===== config.mk =====
export PLATFORM = sky130hd
export DESIGN_NAME = pc_sequencer
export DESIGN_NICKNAME = d
export VERILOG_FILES = /design/src/rtl/pc_sequencer.sv
export SDC_FILE = /design/constraint.sdc
export NUM_CORES = 1
export LEC_CHECK = 0
export ABC_AREA = 1
export CAP_MARGIN = 20
export CORE_ASPECT_RATIO = 1.25
export CORE_MARGIN = 1
export CORE_UTILIZATION = 53
export DETAILED_ROUTE_END_ITERATION = 12
export PLACE_DENSITY_LB_ADDON = 0.08
export SYNTH_ARGS = -nofsm -noshare
export SYNTH_HDL_FRONTEND = slang
export SYNTH_SLANG_ARGS = --single-unit

===== constraint.sdc =====
create_clock -name clk -period 4.3 [get_ports clk]
set_input_delay 0.645 -clock clk [delete_from_list [all_inputs] [get_ports clk]]
set_output_delay 0.645 -clock clk [all_outputs]
set_load 0.05 [all_outputs]

===== src/rtl/pc_sequencer.sv =====
// pc_sequencer: owns the PC, runs the imem req/ack handshake and holds the fetched word for decode.
// Define PC_SEQ_TRAP_EN to add the trap input, epc output and TRAP_VEC entry.
module pc_sequencer #(
  localparam int unsigned XLEN = 32,
  parameter logic [XLEN-1:0] RESET_VEC = 32'h0000_0000
`ifdef PC_SEQ_TRAP_EN
  , parameter logic [XLEN-1:0] TRAP_VEC = 32'h0000_0100
`endif
) (
  input  logic            clk,
  input  logic            rst,
  input  logic            stall,
  input  logic            redirect_valid,
  input  logic [XLEN-1:0] redirect_target,
  input  logic            halt,
`ifdef PC_SEQ_TRAP_EN
  input  logic            trap,
  output logic [XLEN-1:0] epc,
`endif
  output logic            imem_req,
  output logic [XLEN-1:0] imem_addr,
  input  logic            imem_ack,
  input  logic [XLEN-1:0] imem_rdata,
  output logic            instr_valid,
  output logic [XLEN-1:0] instr,
  output logic [XLEN-1:0] instr_pc,
  output logic            misalign
);

  localparam int unsigned INSTR_BYTES = 4;

  typedef enum logic [1:0] {
    ST_IDLE   = 2'd0,
    ST_REQ    = 2'd1,
    ST_HOLD   = 2'd2,
    ST_HALTED = 2'd3
  } state_t;

  state_t            state;
  state_t            state_next;

  logic [XLEN-1:0]   pc;
  logic [XLEN-1:0]   pc_next;
  logic              flush_pending;
  logic              flush_pending_next;
  logic [XLEN-1:0]   flush_target;
  logic [XLEN-1:0]   flush_target_next;
  logic [XLEN-1:0]   instr_next;
  logic [XLEN-1:0]   instr_pc_next;
  logic              misalign_next;
  logic              imem_req_next;
  logic              instr_valid_next;

  logic              trap_take;
  logic              tgt_valid;
  logic [XLEN-1:0]   tgt_raw;
  logic [XLEN-1:0]   tgt_aligned;
  logic              tgt_misaligned;

  // Redirect source select: a trap (when built in) always wins over a branch redirect
`ifdef PC_SEQ_TRAP_EN
  assign trap_take = trap && (state != ST_HALTED);
  assign tgt_raw   = trap_take ? TRAP_VEC : redirect_target;
`else
  assign trap_take = 1'b0;
  assign tgt_raw   = redirect_target;
`endif

  assign tgt_valid      = trap_take || redirect_valid;
  assign tgt_aligned    = {tgt_raw[XLEN-1:2], 2'b00};
  assign tgt_misaligned = (tgt_raw[1:0] != 2'b00);
  assign imem_addr      = pc;

  // State register
  always_ff @(posedge clk or negedge rst) begin
    if (!rst) begin
      state <= ST_IDLE;
    end else begin
      state <= state_next;
    end
  end

  // Next-state logic
  always_comb begin
    state_next = state;
    unique case (state)
      ST_IDLE: begin
        state_next = ST_REQ;
      end
      ST_REQ: begin
        if (imem_ack && !tgt_valid && !flush_pending) begin
          state_next = ST_HOLD;
        end
      end
      ST_HOLD: begin
        if (tgt_valid) begin
          state_next = ST_REQ;
        end else if (stall) begin
          state_next = ST_HOLD;
        end else if (halt) begin
          state_next = ST_HALTED;
        end else begin
          state_next = ST_REQ;
        end
      end
      ST_HALTED: begin
        state_next = ST_HALTED;
      end
      default: begin
        state_next = ST_IDLE;
      end
    endcase
  end

  // Output / datapath next values
  always_comb begin
    pc_next            = pc;
    flush_pending_next = flush_pending;
    flush_target_next  = flush_target;
    instr_next         = instr;
    instr_pc_next      = instr_pc;
    misalign_next      = 1'b0;
    imem_req_next      = (state_next == ST_REQ);
    instr_valid_next   = (state_next == ST_HOLD);

    unique case (state)
      ST_IDLE: begin
        if (trap_take) begin
          pc_next = tgt_aligned;
        end
      end
      ST_REQ: begin
        if (imem_ack) begin
          // Outstanding request completes; a flush steers the next request instead of decode
          if (tgt_valid) begin
            pc_next            = tgt_aligned;
            flush_pending_next = 1'b0;
          end else if (flush_pending) begin
            pc_next            = flush_target;
            flush_pending_next = 1'b0;
          end else begin
            instr_next    = imem_rdata;
            instr_pc_next = pc;
          end
        end else if (tgt_valid) begin
          flush_pending_next = 1'b1;
          flush_target_next  = tgt_aligned;
        end
      end
      ST_HOLD: begin
        if (tgt_valid) begin
          pc_next = tgt_aligned;
        end else if (!stall && !halt) begin
          pc_next = pc + XLEN'(INSTR_BYTES);
        end
      end
      ST_HALTED: begin
        pc_next = pc;
      end
      default: begin
        pc_next = pc;
      end
    endcase

    if (tgt_valid && ((state == ST_REQ) || (state == ST_HOLD))) begin
      misalign_next = tgt_misaligned;
    end
  end

  // Datapath and output registers
  always_ff @(posedge clk or negedge rst) begin
    if (!rst) begin
      pc            <= RESET_VEC;
      flush_pending <= 1'b0;
      flush_target  <= '0;
      instr         <= '0;
      instr_pc      <= '0;
      misalign      <= 1'b0;
      imem_req      <= 1'b0;
      instr_valid   <= 1'b0;
    end else begin
      pc            <= pc_next;
      flush_pending <= flush_pending_next;
      flush_target  <= flush_target_next;
      instr         <= instr_next;
      instr_pc      <= instr_pc_next;
      misalign      <= misalign_next;
      imem_req      <= imem_req_next;
      instr_valid   <= instr_valid_next;
    end
  end

`ifdef PC_SEQ_TRAP_EN
  // Exception PC captures the instruction held when the trap is taken
  always_ff @(posedge clk or negedge rst) begin
    if (!rst) begin
      epc <= '0;
    end else if (trap_take) begin
      epc <= instr_pc;
    end
  end
`endif

endmodule

Word level (Yosys, flattened, before mapping). Cells that the tools add are included.

Add/sub/neg operators: 1. Eq/ne operators: 8. Muxes and demuxes: 14. Bitwise operators: 4. Reductions and logical operators: 17.

Operators by type and width (count): $mux W32 (5); $pmux W32 S2 (1); $add A32 B3 Y32 const B (1); $mux W2 (4); $pmux W2 S4 (1); $reduce_and A4 Y1 (2); $eq A2 B2 Y1 const B (3); $ne A3 B3 Y1 const B (2); $eq A2 B1 Y1 const B (2); $logic_and A1 B1 Y1 (4); $logic_not A1 Y1 (4); $not A1 Y1 (4); $reduce_bool A2 Y1 (2); $mux W1 (3); $reduce_and A3 Y1 (1); $logic_not A2 Y1 (1); $ne A2 B2 Y1 const B (1); $reduce_and A2 Y1 (1); $reduce_or A2 Y1 (1); $logic_or A1 B1 Y1 (1).

Flip-flop bits (word level): 132. Output and inout bits: 99.

Logic depth before layout (Yosys ltp).
Word-level depth: 6. Gate-level depth with buffers: 11. Mapped depth without buffers: 11.

Worst setup path before layout. Ideal clock, no wire load.

Path type: register to register. Start point: register pc[3], in the netlist imem_addr[3]. End point: register pc[14], in the netlist imem_addr[14]. Setup time: 0.119 ns. Arrival time: 1.728 ns. Required time: 4.181 ns. Slack: 2.453 ns. Cell stages (with the launch flop): 11. Buffers on the path: 0. Clock period less this slack: 1.847 ns. Cell sequence: dfrtp_1 ha_1 nand2_1 nor2_2 nand2_2 nor2_2 nand3_1 nand2_1 nand2_1 o21ai_1 inv_1.

Longest elaborated chain between the ends: 4.

RTL lines: start: declaration (line 42) `logic [XLEN-1:0] pc;`; start signal: assignment (line 182) `pc <= pc_next;`; $add A32 B3 Y32 (line 154) `pc_next = pc + XLEN'(INSTR_BYTES);`; $mux W32 (line 153) `end else if (!stall && !halt) begin`; $mux W32 (line 151) `if (tgt_valid) begin`; $pmux W32 S2 (line 126) `unique case (state)`.

Every way passes these cells. The select of a mux whose other input is x is not followed. A chain may end at the register's enable or synchronous reset.

Final worst setup path.
Start point: input port redirect_valid. End point: register instr[27].

Longest elaborated chain between the ends: 2.

RTL lines: start: declaration (line 13) `input logic redirect_valid,`; $not A1 Y1 (no source line); $reduce_and A4 Y1 (no source line); end signal: assignment (line 185) `instr <= instr_next;`; end: declaration (line 25) `output logic [XLEN-1:0] instr,`.

Every way passes these cells.

==> summary.md <==
| Metric | Value |
|---|---|
| Setup TNS | 0 ps |
| Post-CTS Resized | 0 |
| Top_reg_cell synth | dfrtp_1 |
| Pwr Density | 916 nW/um^2 |
| Reg2reg setup slack | 2080 ps |
| Final period utilization | 0.603 |
| Routed wire length | 17.5 mm |
| Gr usage total | 0.298 |
| CTS root buf | clkbuf_16 |
| Maxcap violations | 0 |
| Hold_buf cts | 0 |
| Clock power share | 0.166 |
| Fraction of registers with async set or reset after synthesis | 1.00 |
| Sequential share of power | 0.291 |
| Multi-input gate area | 2610 um^2 |
| Type of the worst setup path | in2reg |
| Core Box Area | 11,600 um^2 |
| Die Span Y | 123 um |
| Vias in the first global route | 5,432 |
| Via count | 5,678 |
| Max-slew violation count | 0 |
| Ys Warns | 0 |
| Switching Share | 0.484 |
| DRC | 0 |
| Combinational power share | 0.543 |
| CTS tree | done |
| DIE WIDTH | 99.2 um |
| Full die area | 12,200 um^2 |
| Post-CTS Setup Repair Bufs | 0 |
| FILL cells | 881 |
| Sequential share of the synthesized area | 0.512 |
| TritonCTS Buffers | 17 |
| Post-Syn Area | 6260 um^2 |
| Crit end category | flip-flop |
| Syn-to-layout area delta | 36.1% |
| Slew @ Worst Pin | 804 ps |
| Dominant cell type by area after synthesis | dfrtp_1 |
| Top post-synthesis cells by area | dfrtp_1 51%, nand2_1 12%, mux2_2 8.6% |
| Sequential cell area | 3200 um^2 |
| Mapped Cells | 730 |
| Diodes inserted | 0 |
| Initial core utilization | 0.541 |
| Initial antenna violation count | 0 |
| Tot Pwr | 7.80 mW |
| Post-layout instance area | 8510 um^2 |
| Rows | 44 |
| Commonest cells in the netlist | 194 x nand2_1, 128 x dfrtp_1, 74 x inv_1 |
| H-Tree Depth | 4 |
| Nets@finish | 967 |
| Cell variety after synth | 38 |
| Post-route antenna net violation count | 0 |
| I/O pins | 169 |
| Max stage delay on crit path | 840 ps |
| Leakage power | 3.89 nW |
| Hold Fails Final Rpt | 0 |
| Data required, critical path | 4580 ps |
| Initial DRC Count | 270 |
| Fmax | 0.385 GHz |
| CP Depth | 5 |
| Max Root-Sink Buffers | 2 |
| Worst Path Max Fanout | 63 |
| PortBufs | 164 |
| Routed WL per cell | 16.8 um |
| Latest clock arrival within the worst-skew pair | 400 ps |
| CTS sink cnt | 128 |
| Worst Path Buf+Inv | 2 |
| Pint | 4.03 mW |
| First-pass GRT wire length | 27.7 mm |
| Layout cells sized above 1 | 0.113 |
| Slowest CP cell | clkdlybuf4s50_1 |
| Syn_area_per_cell | 8.57 um^2 |
| Final setup viols | 0 |
| Pre-antenna DRT Iters | 5 |
| Critical-path cell list | clkdlybuf4s50_1 > nor2_1 > nand2_2 > buf_12 > mux2_2 |
| Worst Setup Start Kind | input port |
| Switching pwr | 3.77 mW |
| Flops & latches, synth | 128 |
| Max Clock Skew | 7.40 ps |
| Cell family with most CP delay | buffers and inverters |
| GRT overflow | 0 |
| Dpl hpwl | 12.8 mm |
| Outcome | finished, final reports clean |
| RD Place Congestion | 0.872 |
| Max-slew headroom | 0.464 |
| Post-synth EDFFs | 0 |
| Unrepaired setup endpoints after global routing | false |
| Hold Path Class | in2async |
| Area share of the leading cell type in the synthesized netlist | 0.512 |
| Peak supply drop | 0.439 mV |
| Top-count cell post-synth | nand2_1 |
| Placed Area | 7990 um^2 |
| Reg2reg path depth | 9 |
| Vias per Instance | 5.46 |
| Min cycle time layout | 2590 ps |
| Reg clk slew, reported paths | 50 ps |
| CP Data Arrival Time | 2870 ps |
| Largest net degree at the start of global routing | 70 |
flip-flops by register name, indices dropped and copies added (netlist names):
| signal | flops |
|---|---|
| imem_addr | 30 |
| instr | 32 |
| instr_valid | 1 |
| flush_target | 30 |
| instr_pc | 30 |
| flush_pending | 1 |
| state | 2 |
| misalign | 1 |
| imem_req | 1 |
final cells by class:
cell class              count  area share
multi-input cells         496       0.306
inverters                  79      0.0348
well taps                 138      0.0203
repair buffers            170       0.201
clock inverters             7     0.00764
flip-flops and latches    128       0.376
clock buffers              21      0.0541
logic make-up (layout without fill, tap and decap cells):
family                     count (synthesis)  after routing  share of synthesized area
AOI/OAI and AO/OA                        135            135                      0.119
adders and majority gates                  5              5                     0.0100
buffers and inverters                    109            277                     0.0734
DFF                                      128            128                      0.512
muxes                                     48             48                     0.0864
other                                      1              4                   0.000599
and+or+nand+nor                          304            304                      0.199
through the flow:
| stage | setup WS (ps) | hold WS (ps) | std cells | utilization |
|---|---|---|---|---|
| 2_1_floorplan | 2450 | 349 | 733 | - |
| 3_3_place_gp | 1380 | 462 | 1011 | 0.691 |
| 3_5_place_dp | 1330 | 473 | 1011 | 0.691 |
| 4_1_cts | 1730 | 350 | 1039 | 0.736 |
| 5_1_grt | 1600 | 384 | 1039 | 0.736 |
| 6_report | 1710 | 314 | 1039 | 0.736 |
final timing paths:
| check | startpoint | endpoint |
|---|---|---|
| max | redirect_valid | instr[27] |
| min | rst | instr[30] |
| max reg2reg | state[0] | imem_addr[15] |
| min reg2reg | instr_pc[5] | instr_pc[5] |
| max in group asynchronous | rst | imem_addr[22] |
| min in group clk | instr_pc[5] | instr_pc[5] |
cells in the final DEF, fill, tap and decap left out, types with 2 or more instances in the layout:
cell,count
nand2_1,193
clkdlybuf4s50_1,163
dfrtp_1,128
inv_1,74
o21ai_0,66
nor2_1,62
mux2_2,48
a21oi_1,25
nand3_1,25
clkbuf_16,17
o21ai_1,15
o22ai_1,9
nand2_2,6
inv_2,5
nor3_1,5
nor2_2,5
ha_1,5
buf_4,5
a22oi_1,4
conb_1,4
clkinv_2,4
nor2_4,3
a2bb2oi_1,3
a211oi_1,2
nand4_1,2
o21a_1,2
o21bai_1,2
clkbuf_1,2
clkbuf_8,2
clkinvlp_4,2
buf_12,2
layer usage:
layer	up-vias	track usage	wire length, um
met5	-	0	0
met4	0	0.104	347
met2	241	0.513	8600
li1	2692	-	-
met3	27	0.0661	1180
met1	2718	0.373	7360
power by group through the flow:
stage	clock, mW	combinational [mW]	sequential [mW]
after CTS	1.31	4.25	2.26
final	1.29	4.24	2.27
after global placement	0	4.13	2.23
after detailed placement	0	4.22	2.27
after floorplan	0	1.34	3.70
after global routing	1.37	4.52	2.34
Power figures use the tool's default switching activity.
==> edit (config.mk and constraints unchanged) <==
Re-encode `state_t` (4 states) as one-hot, 4 bits wide.
--- a/src/rtl/pc_sequencer.sv
+++ b/src/rtl/pc_sequencer.sv
@@ -29,11 +29,11 @@
 
   localparam int unsigned INSTR_BYTES = 4;
 
-  typedef enum logic [1:0] {
-    ST_IDLE   = 2'd0,
-    ST_REQ    = 2'd1,
-    ST_HOLD   = 2'd2,
-    ST_HALTED = 2'd3
+  typedef enum logic [3:0] {
+    ST_IDLE   = 4'b0001,
+    ST_REQ    = 4'b0010,
+    ST_HOLD   = 4'b0100,
+    ST_HALTED = 4'b1000
   } state_t;
 
   state_t            state;
Check against the original RTL: same outputs for any inputs over 4 cycles, from zero or initial values and one cycle with rst low; so few cycles prove little.
==> edit against the original RTL <==
Synthesized cell count rose by 9.2%. Synthesized area grew 3.8%. Hold slack got worse by 0.0049 ns. Cell area rose by 3.1%. Critical endpoint is now flush_target[21]. Wire length up 1.8%. Setup slack got worse by 0.20 ns. Sequential cell count grew 2. Largest power group unchanged. Highest routed layer unchanged. Power shrank 5.6%.
==> edit: results <==
outcome:
  status: "finished, final reports clean"
grt:
  grtUsageMet1_pct: 37.7
  grtUsageMet3_pct: 6.44
  grt_max_degree: 93
  gr-usage-met2_pct: 47.2
yosys:
  synth-xor-area-share_pct: 0.404
  synth_mux_area_share_pct: 7.16
  syn_avg_cell_area_sq_um: 8.15
  ys_top_cells_by_count: "nand2_1 (253), dfrtp_1 (129), o21ai_0 (69)"
  synth_compound_area_share_pct: 10.6
  yosysUniqueCellTypes: 31
final_layout:
  fin_nets: 1022
routing:
  num_vias: 5969
  wl_met2_um: 8550
  avgRoutedWirePerCell_um: 15.8
  drt_iter0_markers: 521
  dr.pass1.iters: 6
  routed_via_density: 5.31
clock_network:
  clk_latency_ns: 0.42
placement:
  dpl-instance-area_sq_um: 8170
  place_ws_ns: 1.09
worst_setup_path:
  r2r-end: "imem_addr[25]"
  crit_path_end: "flush_target[21]"
  critPathArrivalTime_ns: 3.10
  cp_max_fo: 54
  rrSetupSlack_ns: 1.93
  rr_startpoint: "state[0]"
timing:
  max_freq_mhz: 358
  slew_headroom_pct: 30.5
pwr:
  ir_worst_vdd_v: 0.000461
  leakage_nw: 4.15
[edit: cell types whose count changed in the layout (fill, tap and decap cells not counted), sizes merged, moves of 3 or more]
| cell | before | now |
|---|---|---|
| a21oi | 25 | 45 |
| a22oi | 4 | 0 |
| a2bb2oi | 3 | 0 |
| ha | 5 | 1 |
| inv | 79 | 73 |
| mux2 | 48 | 34 |
| nand2 | 199 | 256 |
| nand3 | 26 | 47 |
| nor2 | 70 | 73 |
| nor3 | 5 | 2 |
| nor4 | 0 | 3 |
| o21ai | 82 | 86 |
| o22ai | 9 | 0 |
| xor2 | 0 | 3 |
[edit: area by class of cell]
cell class / instances / area, sq um / share of cell area, %
clock buffer: 22 / 474 / 5.40
clock inverter: 9 / 130 / 1.48
inverter: 73 / 274 / 3.12
multi-input combinational: 560 / 2760 / 31.5
sequential: 130 / 3250 / 37.1
tap: 161 / 201 / 2.30
timing repair buffer: 169 / 1680 / 19.1
[edit: critical path, stage by stage]
cell and delay [ns]:
clkdlybuf4s50_1 0.46, buf_4 0.38, inv_2 0.30, a21oi_4 0.32, nand2_2 0.56, o21ai_0 0.41
[edit: power groups by stage]
stage          sequential (mW)  combinational, mW  clock (mW)
6_report                  2.25               3.65        1.46
5_1_grt                   2.32               3.87        1.54
4_1_cts                   2.24               3.65        1.48
3_5_place_dp              2.25               3.62           0
3_3_place_gp              2.23               3.56           0
2_1_floorplan             3.58               1.04           0
[edit: worst min-delay path by stage]
stage / from / to / slack (ns)
final: rst / instr[22] / 0.31
after floorplan: rst / flush_pending / 0.35
after global routing: rst / instr[26] / 0.38
after CTS: rst / instr[26] / 0.33
after global placement: flush_target[4] / flush_target[4] / 0.46
after detailed placement: flush_target[5] / flush_target[5] / 0.46
